==> src/rtl/pc_stack_counter_pkg.sv <==
// Shared command encoding and defaults for the program-counter slot.
// Command codes are ordered by decode priority: load, call, ret, branch, increment.
package pc_stack_counter_pkg;

    localparam int PC_N_DEFAULT = 16;

    localparam logic [2:0] CMD_NONE = 3'd0;
    localparam logic [2:0] CMD_LOAD = 3'd1;
    localparam logic [2:0] CMD_CALL = 3'd2;
    localparam logic [2:0] CMD_RET  = 3'd3;
    localparam logic [2:0] CMD_BR   = 3'd4;
    localparam logic [2:0] CMD_INC  = 3'd5;

    // Exactly one command wins per edge; lower strobes are dropped entirely.
    function automatic logic [2:0] decode_cmd(
        input logic rin,
        input logic call,
        input logic ret,
        input logic br,
        input logic inc
    );
        if (rin)       return CMD_LOAD;
        else if (call) return CMD_CALL;
        else if (ret)  return CMD_RET;
        else if (br)   return CMD_BR;
        else if (inc)  return CMD_INC;
        else           return CMD_NONE;
    endfunction

endpackage

==> src/rtl/pc_stack_counter_ret_stack.sv <==
// DEPTH x N return-address LIFO; pointer counts entries, top read combinationally.
// Push on full / pop on empty are dropped and flagged with single-cycle pulses.
module pc_ret_stack #(
    parameter int N     = 16,
    parameter int DEPTH = 4
) (
    input  logic         clk,
    input  logic         rst,
    input  logic         push,
    input  logic         pop,
    input  logic [N-1:0] push_data,
    output logic [N-1:0] top_data,
    output logic         empty,
    output logic         full,
    output logic         overflow,
    output logic         underflow
);

    localparam int SPW = $clog2(DEPTH + 1);
    localparam int AW  = (DEPTH > 1) ? $clog2(DEPTH) : 1;

    logic [SPW-1:0] sp;
    logic [N-1:0]   mem [2**AW];
    logic           do_push;
    logic           do_pop;

    assign empty     = (sp == '0);
    assign full      = (sp == SPW'(DEPTH));
    assign do_push   = push && !full;
    assign do_pop    = pop && !push && !empty;
    assign overflow  = push && full;
    assign underflow = pop && !push && empty;

    always_ff @(posedge clk or posedge rst) begin
        if (rst)
            sp <= '0;
        else if (do_push)
            sp <= sp + 1'b1;
        else if (do_pop)
            sp <= sp - 1'b1;
    end

    // Contents are left alone on reset: nothing is reachable while sp is zero.
    always_ff @(posedge clk) begin
        if (do_push)
            mem[AW'(sp)] <= push_data;
    end

    assign top_data = mem[AW'(sp - 1'b1)];

endmodule

==> src/rtl/pc_stack_counter.sv <==
// Program counter with load/increment/relative branch and optional call/return stack.
// Return stack is compiled in only when PC_STACK_EN is defined; otherwise Call = load, Ret = hold.
module pc_stack_counter
    import pc_stack_counter_pkg::*;
#(
    parameter int          N         = PC_N_DEFAULT,
    parameter int unsigned STEP      = 1,
    parameter int          DEPTH     = 4,
    parameter logic [N-1:0] RESET_VAL = '0
) (
    input  logic         Clock,
    input  logic         Clear,
    input  logic [N-1:0] R,
    input  logic         RIn,
    input  logic         Prox,
    input  logic         BrEn,
    input  logic [N-1:0] Off,
    input  logic         Call,
    input  logic         Ret,
    output logic [N-1:0] Q,
    output logic         Empty,
    output logic         Full,
    output logic         Err
);

    localparam logic [N-1:0] STEP_N = N'(STEP);

    logic [2:0]   cmd;
    logic [N-1:0] ret_val;
    logic [N-1:0] q_next;

    assign cmd = decode_cmd(RIn, Call, Ret, BrEn, Prox);

`ifdef PC_STACK_EN
    logic [N-1:0] stk_top;
    logic         stk_empty;
    logic         stk_over;
    logic         stk_under;

    pc_ret_stack #(
        .N     (N),
        .DEPTH (DEPTH)
    ) u_ret_stack (
        .clk       (Clock),
        .rst       (Clear),
        .push      (cmd == CMD_CALL),
        .pop       (cmd == CMD_RET),
        .push_data (Q + STEP_N),
        .top_data  (stk_top),
        .empty     (stk_empty),
        .full      (Full),
        .overflow  (stk_over),
        .underflow (stk_under)
    );

    assign Empty   = stk_empty;
    assign ret_val = stk_empty ? Q : stk_top;

    always_ff @(posedge Clock or posedge Clear) begin
        if (Clear)
            Err <= 1'b0;
        else if (stk_over || stk_under)
            Err <= 1'b1;
    end
`else
    assign ret_val = Q;
    assign Empty   = 1'b1;
    assign Full    = 1'b0;
    assign Err     = 1'b0;
`endif

    always_comb begin
        q_next = Q;
        case (cmd)
            CMD_LOAD, CMD_CALL: q_next = R;
            CMD_RET:            q_next = ret_val;
            CMD_BR:             q_next = Q + Off;
            CMD_INC:            q_next = Q + STEP_N;
            default:            q_next = Q;
        endcase
    end

    always_ff @(posedge Clock or posedge Clear) begin
        if (Clear)
            Q <= RESET_VAL;
        else
            Q <= q_next;
    end

endmodule

==> config.mk <==
export PLATFORM = sky130hd
export DESIGN_NAME = pc_stack_counter
export DESIGN_NICKNAME = d
export VERILOG_FILES = /design/src/rtl/pc_stack_counter_pkg.sv /design/src/rtl/pc_stack_counter_ret_stack.sv /design/src/rtl/pc_stack_counter.sv
export SDC_FILE = /design/constraint.sdc
export NUM_CORES = 1
export LEC_CHECK = 0
export ABC_CLOCK_PERIOD_IN_PS = 2780
export CORE_MARGIN = 2
export CORE_UTILIZATION = 35
export DETAILED_ROUTE_END_ITERATION = 16
export DONT_BUFFER_PORTS = 1
export PLACE_DENSITY = 0.59
export SETUP_SLACK_MARGIN = 0.1
export SLEW_MARGIN = 20
export SYNTH_ARGS = -nofsm -noshare
export SYNTH_HDL_FRONTEND = slang
export SYNTH_HIERARCHICAL = 1
export SYNTH_SLANG_ARGS = --single-unit
==> constraint.sdc <==
create_clock -name Clock -period 2.78 [get_ports Clock]
set_clock_uncertainty 0.15 [all_clocks]
set_input_delay 0.139 -clock Clock [delete_from_list [all_inputs] [get_ports Clock]]
set_output_delay 0.139 -clock Clock [all_outputs]
set_load 0.02 [all_outputs]
==> results of run 1 <==
worst reg2reg max path: stages, from the launching register on:
cell,delay (ps)
dfrtp_1,400
ha_1,230
fa_1,410
a21o_1,230
a221oi_4,350
o21ai_2,100
nand2b_1,100
o221ai_2,100
and4_1,210
nor3_1,150
timing repair:
item / CTS / global route
hold buffers: 17 / 0
gates resized for setup: 0 / 1
setup endpoints to repair: 0 / 1
setup buffers: 0 / 0
hold endpoints to repair: 32 / 0
per-stage QoR:
stage,cells,hold WS (ps),TNS (ps)
2_1_floorplan,211,-97.3,0
3_3_place_gp,263,23.3,0
3_5_place_dp,263,21.8,-46.3
4_1_cts,283,77.4,0
5_1_grt,283,125,0
6_report,283,72.6,0
power groups by stage:
stage                     sequential [mW]  clock, mW  combinational (mW)
after CTS                           0.308      0.191               0.385
after floorplan                     0.307          0               0.298
after global routing                0.311      0.199               0.437
final                               0.307      0.188               0.388
after detailed placement            0.312          0               0.362
after global placement              0.312          0               0.362
layout by cell type, fill, tap and decap left out, types with 6 or more instances in the layout:
cell type      Yosys  routed
dlygate4sd3_1      0      17
ha_1              15      15
o21ai_1            6       6
nand2_1           22      22
nor2_1            19      19
dfrtp_1           16      16
o21ai_0            9       9
and2_1            14      14
inv_1              7       7
a21oi_1           28      28
buf_4              4      10
cell families after synthesis:
kind of cell	share of synthesized area
mux	0.00598
xor+xnor	0.0471
simple gates	0.237
buf+inv	0.0703
other cells	0.00449
flops	0.239
fa+ha+maj	0.124
compound gates	0.272
cell type report:
| type | count | area (µm²) |
|---|---|---|
| timing repair buffer | 27 | 245 |
| inverter | 7 | 26.3 |
| multi-input combinational | 176 | 1170 |
| tap | 54 | 67.6 |
| clock buffer | 3 | 41.3 |
| sequential | 16 | 400 |
| fill | 474 | 2710 |
routing by layer:
metal | routed length (µm) | vias to the layer above | GRT usage
li1 | - | 775 | -
met1 | 1910 | 691 | 0.193
met2 | 1860 | 42 | 0.269
met3 | 336 | 4 | 0.0552
met4 | 27 | 0 | 0.0309
met5 | 0 | - | 0
final timing paths:
path | from | endpoint | slack, ps | depth (start not counted)
max in group asynchronous | Clear | Q[8]$_DFFE_PP0P_ | 1790 | 2
worst min-delay path | Ret | Q[12]$_DFFE_PP0P_ | 70 | 3
min in group asynchronous | Clear | Q[5]$_DFFE_PP0P_ | 270 | 2
worst max-delay path | Q[0]$_DFFE_PP0P_ | Q[14]$_DFFE_PP0P_ | 260 | 9
worst max register to register | Q[0]$_DFFE_PP0P_ | Q[14]$_DFFE_PP0P_ | 260 | 9
worst min register to register | Q[1]$_DFFE_PP0P_ | Q[1]$_DFFE_PP0P_ | 560 | 2
==> out/results.tsv, run 1 <==
stage	metric	value	unit
run_status	status	finished, final reports clean	
worst_setup_path	path_cells	ha_1 -> fa_1 -> a21o_1 -> a221oi_4 -> o21ai_2 -> nand2b_1 -> o221ai_2 -> and4_1 -> nor3_1	
routing	vias	1512	
power	power_frac_clock	0.213	
global_routing	grt_pass1_wl	6710	µm
floorplanning	ios	58	
global_routing	grt_overflow	0	
layout	area_growth	16.6	%
global_routing	antenna_found_initial	0	
synth	synth.largest_area_cell	dfrtp_1	
timing	setup_ws	263	ps
timing	period_needed	2520	ps
placement	place_congestion	0.824	
power	p_int	0.528	mW
worst_setup_path	endpoint_kind	flip-flop	
power	p_sw_frac	0.402	
synth	synth_area	1670	µm²
layout	top_register	Q	
placement	io_buffers	0	
worst_setup_path	worstPathRequired	2800	ps
synth	syn_inst	210	
worst_setup_path	cpLargestDelayFamily	compound AO/OA/AOI/OAI gates	
power	switchingPower	0.355	mW
routing	wl_per_cell	14.6	µm
worst_hold_path	hold_path.class	input pin to flip-flop	
floorplanning	die_area	5350	µm²
worst_setup_path	crit_buf_inv	0	
clock_network	root_buffer	clkbuf_8	
timing	finalMaxSlewViolations	0	
routing	drtPass1Iterations	4	
timing	grt_setup_unrepaired	false	
worst_setup_path	startpoint_type	flip-flop	
layout	largest_reg_flops	16	
worst_setup_path	crit_type	flip-flop to flip-flop	
global_routing	grt_max_degree	25	
worst_setup_path	path_max_fanout	4	
power	power_density	453	nW/µm²
worst_setup_path	max_stage_delay	410	ps
placement	dp.final_hpwl	3260	µm
floorplanning	fp.dieW	73.1	µm
synth	synth_area_leaders	dfrtp_1, ha_1, a21oi_1	
global_routing	grt_pass1_vias	1510	
timing	fmax	0.397	GHz
placement	postPlaceCellArea	1730	µm²
synth	synth.most_common_cell	a21oi_1	
routing	vias_per_cell	5.34	
timing	fin_crit_sh	0.905	
layout	postLayoutCellArea	1950	µm²
floorplanning	die_h	73.1	µm
power	share_comb_of_total_power	0.440	
synth	synth_edf_count	0	
synth	seq_area_frac_synth	0.239	
synth	synth_common_cells	a21oi_1, nand2_1, nor2_1	
global_routing	grtUsageTotal	0.158	
routing	drc	0	
synth	ys_types	47	
power	finalPower	0.883	mW
job	cap_violations	0	
worst_setup_path	crit_path_top_delay_cell	fa_1	
clock_network	cts_inserted_buffers	3	
layout	top_regs	Q (16)	
layout	fin_util	0.419	
timing	worstMarginPinSlew	900	ps
synth	async_reset_ff_frac	1.00	
layout	nets	286	
layout	layout-drive-gt1-share	0.114	
synth	syn_avg_cell_area	7.97	µm²
power	peakVddDrop	0.153	mV
clock_network	insertion_delay	250	ps
layout	antenna_cells	0	
clock_network	cts_buffer_depth	2	
clock_network	htreeDepth	1	
power	p_leak	0.840	nW
synth	synth_top_area_frac	0.239	
routing	dr.first_iter.drc_count	53	
floorplanning	rows	25	
power	seq_power_share	0.348	
timing	hold_viol	0	
timing	setup_viol	0	
floorplanning	start_util	0.359	
timing	slew_headroom	0.400	
placement	post-place-ws	-33.7	ps
synth	synth_ff_type	dfrtp_1	
synth	yosys_warnings	6	
clock_network	clkSinkCount	16	
clock_network	clk_pin_slew_worst_paths	70	ps
routing	drtAntennaViolNets	0	
worst_setup_path	crit_arrival	2540	ps
synth	ys_ff_latch	16	
clock_network	cts_tree	built	
routing	wirelength	4140	µm
floorplanning	core-area	4660	µm²
Power figures use the tool's default switching activity.
==> inputs of run 2 (changes only) <==
--- a/config.mk
+++ b/config.mk
@@ -6,6 +6,7 @@
 export NUM_CORES = 1
 export LEC_CHECK = 0
 export ABC_CLOCK_PERIOD_IN_PS = 2780
+export CORE_ASPECT_RATIO = 0.5
 export CORE_MARGIN = 2
 export CORE_UTILIZATION = 35
 export DETAILED_ROUTE_END_ITERATION = 16
@@ -15,5 +16,4 @@
 export SLEW_MARGIN = 20
 export SYNTH_ARGS = -nofsm -noshare
 export SYNTH_HDL_FRONTEND = slang
-export SYNTH_HIERARCHICAL = 1
 export SYNTH_SLANG_ARGS = --single-unit
==> out/results.tsv, run 2 <==
stage	metric	value	unit	change
global_routing	grt_max_degree	25		unchanged
worst_hold_path	min_to	Q[12]$_DFFE_PP0P_		
floorplanning	die_area	5380	µm²	+0.62%
synth	synth.most_common_cell	a21oi_1		
timing	hold_viol	0		unchanged
synth	ys_ff_latch	16		unchanged
global_routing	antenna_found_initial	0		unchanged
synth	yosys_warnings	0		-6
floorplanning	ios	58		unchanged
clock_network	clkSinkCount	16		unchanged
worst_setup_path	worstRegToRegCells	8		-1
worst_setup_path	endpoint_kind	flip-flop		
layout	most-common-layout-cells	a21oi_1, nand2_1, nor2_1, dlygate4sd3_1, dfrtp_1		
worst_setup_path	worstPathRequired	2800	ps	about the same
clock_network	cts_tree	built		
routing	wl_per_cell	14.8	µm	+1.3%
worst_hold_path	hold_path.class	input pin to flip-flop		
clock_network	cts_inserted_buffers	3		unchanged
power	power_density	465	nW/µm²	+2.7%
placement	place_congestion	0.854		+3.7%
layout	postLayoutCellArea	1970	µm²	+1.2%
layout	seq_area	400	µm²	unchanged
worst_setup_path	crit_arrival	2570	ps	+30 ps
placement	postPlaceCellArea	1740	µm²	+0.87%
clock_network	htreeDepth	1		unchanged
global_routing	grt_pass1_vias	1521		+0.73%
layout	antenna_cells	0		unchanged
timing	worstMarginPinSlew	940	ps	+40.3 ps
power	peakVddDrop	0.155	mV	+1.2%
clock_network	clk_pin_slew_worst_paths	70	ps	about the same
worst_setup_path	timing.rr.start	Q[4]$_DFFE_PP0P_		
routing	drtAntennaViolNets	0		unchanged
synth	synth_top_area_frac	0.239		unchanged
layout	top_register	Q		
floorplanning	fp.dieW	102	µm	+39%
floorplanning	die_h	52.9	µm	-28%
global_routing	grtUsageTotal	0.173		+0.0143
layout	largest_reg_flops	16		unchanged
timing	fmax	0.393	GHz	-1.2%
synth	synth.largest_area_cell	dfrtp_1		
timing	period_needed	2550	ps	+30.3 ps
synth	synth_edf_count	0		unchanged
placement	io_buffers	0		unchanged
worst_setup_path	crit_type	flip-flop to flip-flop		
worst_hold_path	worstHoldStart	Ret		
layout	fin_util	0.440		+0.0214
worst_setup_path	r2r_end	Q[15]$_DFFE_PP0P_		
power	p_leak	0.846	nW	+0.70%
run_status	status	finished, final reports clean		
timing	slew_headroom	0.373		-0.0269
routing	dr.first_iter.drc_count	65		+23%
global_routing	grt_pass1_wl	7130	µm	+6.2%
job	cap_violations	0		unchanged
placement	dp.final_hpwl	3280	µm	+0.77%
synth	syn_avg_cell_area	7.97	µm²	unchanged
layout	nets	286		unchanged
layout	top_regs	Q (16)		
routing	drc	0		unchanged
layout	multi_input_area	1160	µm²	-0.43%
worst_setup_path	path_max_fanout	5		+1
worst_hold_path	hold_path_depth	4		+1
worst_setup_path	startpoint_type	flip-flop		
layout	area_growth	18.0	%	
synth	synth_ff_type	dfrtp_1		
timing	tns	0	ps	unchanged
clock_network	insertion_delay	260	ps	about the same
synth	synth_area_leaders	dfrtp_1, ha_1, a21oi_1		
routing	vias_per_cell	5.23		-2.1%
synth	seq_area_frac_synth	0.239		unchanged
layout	final.fill_count	452		-4.6%
floorplanning	rows	17		-32%
floorplanning	start_util	0.373		+0.0138
timing	setup_viol	0		unchanged
clock_network	root_buffer	clkbuf_8		
synth	syn_inst	210		unchanged
layout	layout-drive-gt1-share	0.126		+0.0125
routing	vias	1549		+2.4%
routing	drtPass1Iterations	6		+2
synth	synth_common_cells	a21oi_1, nand2_1, nor2_1		
synth	ys_types	47		unchanged
synth	async_reset_ff_frac	1.00		unchanged
timing	fin_crit_sh	0.916		+0.0109
clock_network	postCtsSetupBuffers	0		unchanged
worst_setup_path	r2r_slack	230	ps	-30 ps
layout	final_common_cell	a21oi_1		
floorplanning	core-area	4490	µm²	-3.7%
timing	finalMaxSlewViolations	0		unchanged
synth	synth_area	1670	µm²	unchanged
routing	wirelength	4390	µm	+5.9%
clock_network	cts_buffer_depth	2		unchanged
global_routing	grt_overflow	0		unchanged
timing	grt_setup_unrepaired	false		
==> run 2: cell families (layout without fill, tap and decap cells) <==
kind of cell,after synthesis,in the layout,synth area share
AND/OR/NAND/NOR,80,80,0.237
AO/OA/AOI/OAI,67,67,0.272
multiplexers,1,1,0.00598
adder cells (fa/ha/maj),16,16,0.124
buffers and inverters,19,38,0.0703
flip-flops,16,16,0.239
XOR/XNOR,9,9,0.0471
other,2,3,0.00449
==> run 2: cell type report <==
cell class,count,area share
Clock buffer,4,0.0279
Timing Repair Buffer,27,0.124
Inverter,7,0.0133
Multi-Input combinational cell,176,0.590
Tap cell,66,0.0418
Sequential cell,16,0.203
==> run 2: what timing repair did <==
item / CTS / global route
gates resized for setup: 0 / 2
endpoints found under the hold margin: 32 / 0
setup endpoints to repair: 0 / 1
hold buffers: 17 / 0
==> run 2: stage by stage <==
| stage | power (mW) | std cells | hold WS, ps | worst slack [ps] |
|---|---|---|---|---|
| floorplan | 0.605 | 211 | -97.3 | 135 |
| global placement | 0.672 | 275 | 26.1 | 141 |
| detailed placement | 0.677 | 275 | 37.6 | 70.1 |
| CTS | 0.923 | 296 | 78.3 | 240 |
| global route | 0.992 | 296 | 109 | 135 |
| finish | 0.918 | 296 | 78.3 | 233 |
==> run 2: critical path, stage by stage, from the launching register on <==
cell       delay [ps]
dfrtp_1           480
ha_1              400
a21o_1            220
a31o_2            240
o2111ai_2         250
o221ai_2          170
mux2i_1           160
and3_1            190
o31ai_2           200
==> run 2: power by group <==
group,total [mW],switching (mW),internal [mW]
sequential,0.305,0.0490,0.256
clock,0.221,0.0947,0.126
combinational,0.393,0.216,0.177
total,0.918,0.360,0.558
==> run 2: metal layers <==
metal	wire, µm	GRT usage
met1	2120	0.223
met2	1960	0.283
met3	279	0.0528
met4	19	0.0428
met5	0	0
==> run 2: worst max-delay path by stage <==
stage | from | to | slack (ps) | cells after the start
after floorplan | Call | Q[15]$_DFFE_PP0P_ | 130 | 12
after global routing | Q[0]$_DFFE_PP0P_ | Q[14]$_DFFE_PP0P_ | 130 | 10
final | Q[4]$_DFFE_PP0P_ | Q[15]$_DFFE_PP0P_ | 230 | 8
after CTS | Q[4]$_DFFE_PP0P_ | Q[15]$_DFFE_PP0P_ | 240 | 8
after detailed placement | Call | Q[15]$_DFFE_PP0P_ | 70 | 12
after global placement | Call | Q[14]$_DFFE_PP0P_ | 140 | 12
==> inputs of run 3 (changes only) <==
--- a/config.mk
+++ b/config.mk
@@ -6,7 +6,7 @@
 export NUM_CORES = 1
 export LEC_CHECK = 0
 export ABC_CLOCK_PERIOD_IN_PS = 2780
-export CORE_ASPECT_RATIO = 0.5
+export CORE_ASPECT_RATIO = 1.1
 export CORE_MARGIN = 2
 export CORE_UTILIZATION = 35
 export DETAILED_ROUTE_END_ITERATION = 16
@@ -16,4 +16,5 @@
 export SLEW_MARGIN = 20
 export SYNTH_ARGS = -nofsm -noshare
 export SYNTH_HDL_FRONTEND = slang
+export SYNTH_HIERARCHICAL = 1
 export SYNTH_SLANG_ARGS = --single-unit
==> out/results.tsv, run 3 (synthesized netlist as in run 1, its figures left out) <==
stage	metric	value	unit	change
run_status	status	finished, final reports clean		
global_routing	grtUsageTotal	0.164		-0.00862
power	switchingPower	0.351	mW	-2.5%
worst_setup_path	worstPathRequired	2810	ps	about the same
worst_setup_path	path_cells	ha_1 -> fa_1 -> a21o_1 -> a221oi_2 -> o21ai_2 -> nand2b_1 -> o221ai_2 -> and4_1 -> nor3_1		
timing	fin_crit_sh	0.911		-0.00566
clock_network	root_buffer	clkbuf_8		
job	cap_violations	0		unchanged
floorplanning	core-area	4620	µm²	+2.9%
global_routing	grt_pass1_vias	1522		+0.066%
worst_setup_path	crit_arrival	2560	ps	about the same
power	share_comb_of_total_power	0.437		+0.009
clock_network	insertion_delay	260	ps	about the same
routing	vias	1510		-2.5%
clock_network	clk_pin_slew_worst_paths	70	ps	about the same
clock_network	cts_buffer_depth	2		unchanged
timing	setup_viol	0		unchanged
layout	top_regs	Q (16)		
layout	largest_reg_flops	16		unchanged
global_routing	grt_pass1_wl	7160	µm	+0.39%
power	seq_power_share	0.350		+0.018
layout	antenna_cells	0		unchanged
timing	slew_headroom	0.400		+0.0272
layout	fin_util	0.420		-0.0196
clock_network	postCtsSetupBuffers	0		unchanged
timing	tns	0	ps	unchanged
clock_network	cts_inserted_buffers	3		unchanged
power	peakVddDrop	0.143	mV	-8.2%
worst_setup_path	startpoint_type	flip-flop		
worst_setup_path	endpoint_kind	flip-flop		
timing	period_needed	2530	ps	-15.7 ps
worst_setup_path	crit_path_top_delay_cell	a221oi_2		
timing	fmax	0.395	GHz	+0.62%
routing	drc	0		unchanged
worst_setup_path	max_stage_delay	410	ps	-70 ps
power	p_leak	0.839	nW	-0.84%
clock_network	post_cts_resized	0		unchanged
floorplanning	die_h	76.5	µm	+45%
floorplanning	ios	58		unchanged
routing	drtPass1Iterations	4		-2
worst_setup_path	crit_type	flip-flop to flip-flop		
floorplanning	rows	26		+9
clock_network	clkSinkCount	16		unchanged
clock_network	ctsHoldBuffers	17		unchanged
layout	layout-drive-gt1-share	0.114		-0.0125
timing	worstMarginPinSlew	899	ps	-40.7 ps
worst_setup_path	path_max_fanout	4		-1
power	p_sw_frac	0.400		+0.00818
layout	nets	286		unchanged
floorplanning	fp.dieW	69.9	µm	-31%
floorplanning	die_area	5350	µm²	-0.61%
floorplanning	start_util	0.362		-0.0106
timing	finalMaxSlewViolations	0		unchanged
placement	dp.final_hpwl	3330	µm	+1.5%
clock_network	cts_tree	built		
routing	wirelength	4250	µm	-3.2%
timing	holdWs	67.7	ps	-10.6 ps
layout	most-common-layout-cells	a21oi_1, nand2_1, nor2_1, dlygate4sd3_1, dfrtp_1		
routing	drtAntennaViolNets	0		unchanged
power	p_int	0.526	mW	-5.8%
routing	vias_per_cell	5.30		+1.2%
layout	final.fill_count	498		+10%
global_routing	grt_max_degree	25		unchanged
routing	wl_per_cell	14.9	µm	+0.57%
timing	grt_setup_unrepaired	false		
placement	io_buffers	0		unchanged
placement	place_inst	265		-3.6%
layout	final_common_cell	a21oi_1		
layout	area_growth	16.1	%	
worst_hold_path	hold_path.class	input pin to flip-flop		
layout	multi_input_area	1160	µm²	-0.54%
layout	seq_area	400	µm²	unchanged
routing	dr.first_iter.drc_count	51		-22%
clock_network	htreeDepth	1		unchanged
power	power_density	452	nW/µm²	-2.9%
global_routing	antenna_found_initial	0		unchanged
power	power_frac_clock	0.213		-0.027
global_routing	grt_overflow	0		unchanged
layout	top_register	Q		
placement	place_congestion	0.849		-0.67%
timing	hold_viol	0		unchanged
layout	fin_cells	285		-3.7%
## run 3: cell count changes in the layout (fill, tap and decap cells not counted), sizes merged
| cell | delta |
|---|---|
| clkbuf | -1 |
## run 3: power groups by stage
stage / Combinational, mW / Clock [mW] / Sequential, mW
final: 0.383 / 0.187 / 0.307
after global routing: 0.434 / 0.199 / 0.311
after CTS: 0.386 / 0.191 / 0.308
after detailed placement: 0.365 / 0 / 0.312
after global placement: 0.363 / 0 / 0.312
after floorplan: 0.298 / 0 / 0.307
## run 3: path summary, 6_finish.rpt
kind                             startpoint                end  slack [ps]  cells after the start
setup / recovery           Q[0]$_DFFE_PP0P_  Q[14]$_DFFE_PP0P_         250                      9
hold / removal                          Ret  Q[12]$_DFFE_PP0P_          70                      3
setup reg to reg           Q[0]$_DFFE_PP0P_  Q[14]$_DFFE_PP0P_         250                      9
hold reg to reg            Q[1]$_DFFE_PP0P_   Q[1]$_DFFE_PP0P_         570                      2
max in group asynchronous             Clear   Q[7]$_DFFE_PP0P_        1750                      2
min in group asynchronous             Clear  Q[15]$_DFFE_PP0P_         280                      2
## run 3: routing by layer
metal | track usage | wire (µm) | vias up
met3 | 0.0384 | 249 | 2
met1 | 0.197 | 1840 | 699
met2 | 0.287 | 2120 | 32
met5 | 0 | 0 | -
li1 | - | - | 777
met4 | 0.0519 | 34 | 0
## run 3: worst max-delay path, delay by kind of cell (launching register included)
kind	cells	cell delay, ps
flops	1	390
compound gates	4	830
fa+ha+maj	2	630
simple gates	3	450
## run 3: area by class of cell
type                            count  share of cell area
Timing Repair Buffer               27               0.126
Inverter                            7              0.0135
Tap cell                           56              0.0361
Sequential cell                    16               0.206
Multi-Input combinational cell    176               0.597
Clock buffer                        3              0.0213
## run 3: stage by stage
| step | total power [mW] | instance area, µm² | worst slack [ps] |
|---|---|---|---|
| floorplan | 0.605 | 1680 | 135 |
| global placement | 0.675 | 1730 | 86.2 |
| detailed placement | 0.677 | 1730 | -0.0286 |
| CTS | 0.885 | 1940 | 243 |
| global route | 0.944 | 1940 | 103 |
| finish | 0.877 | 1940 | 248 |
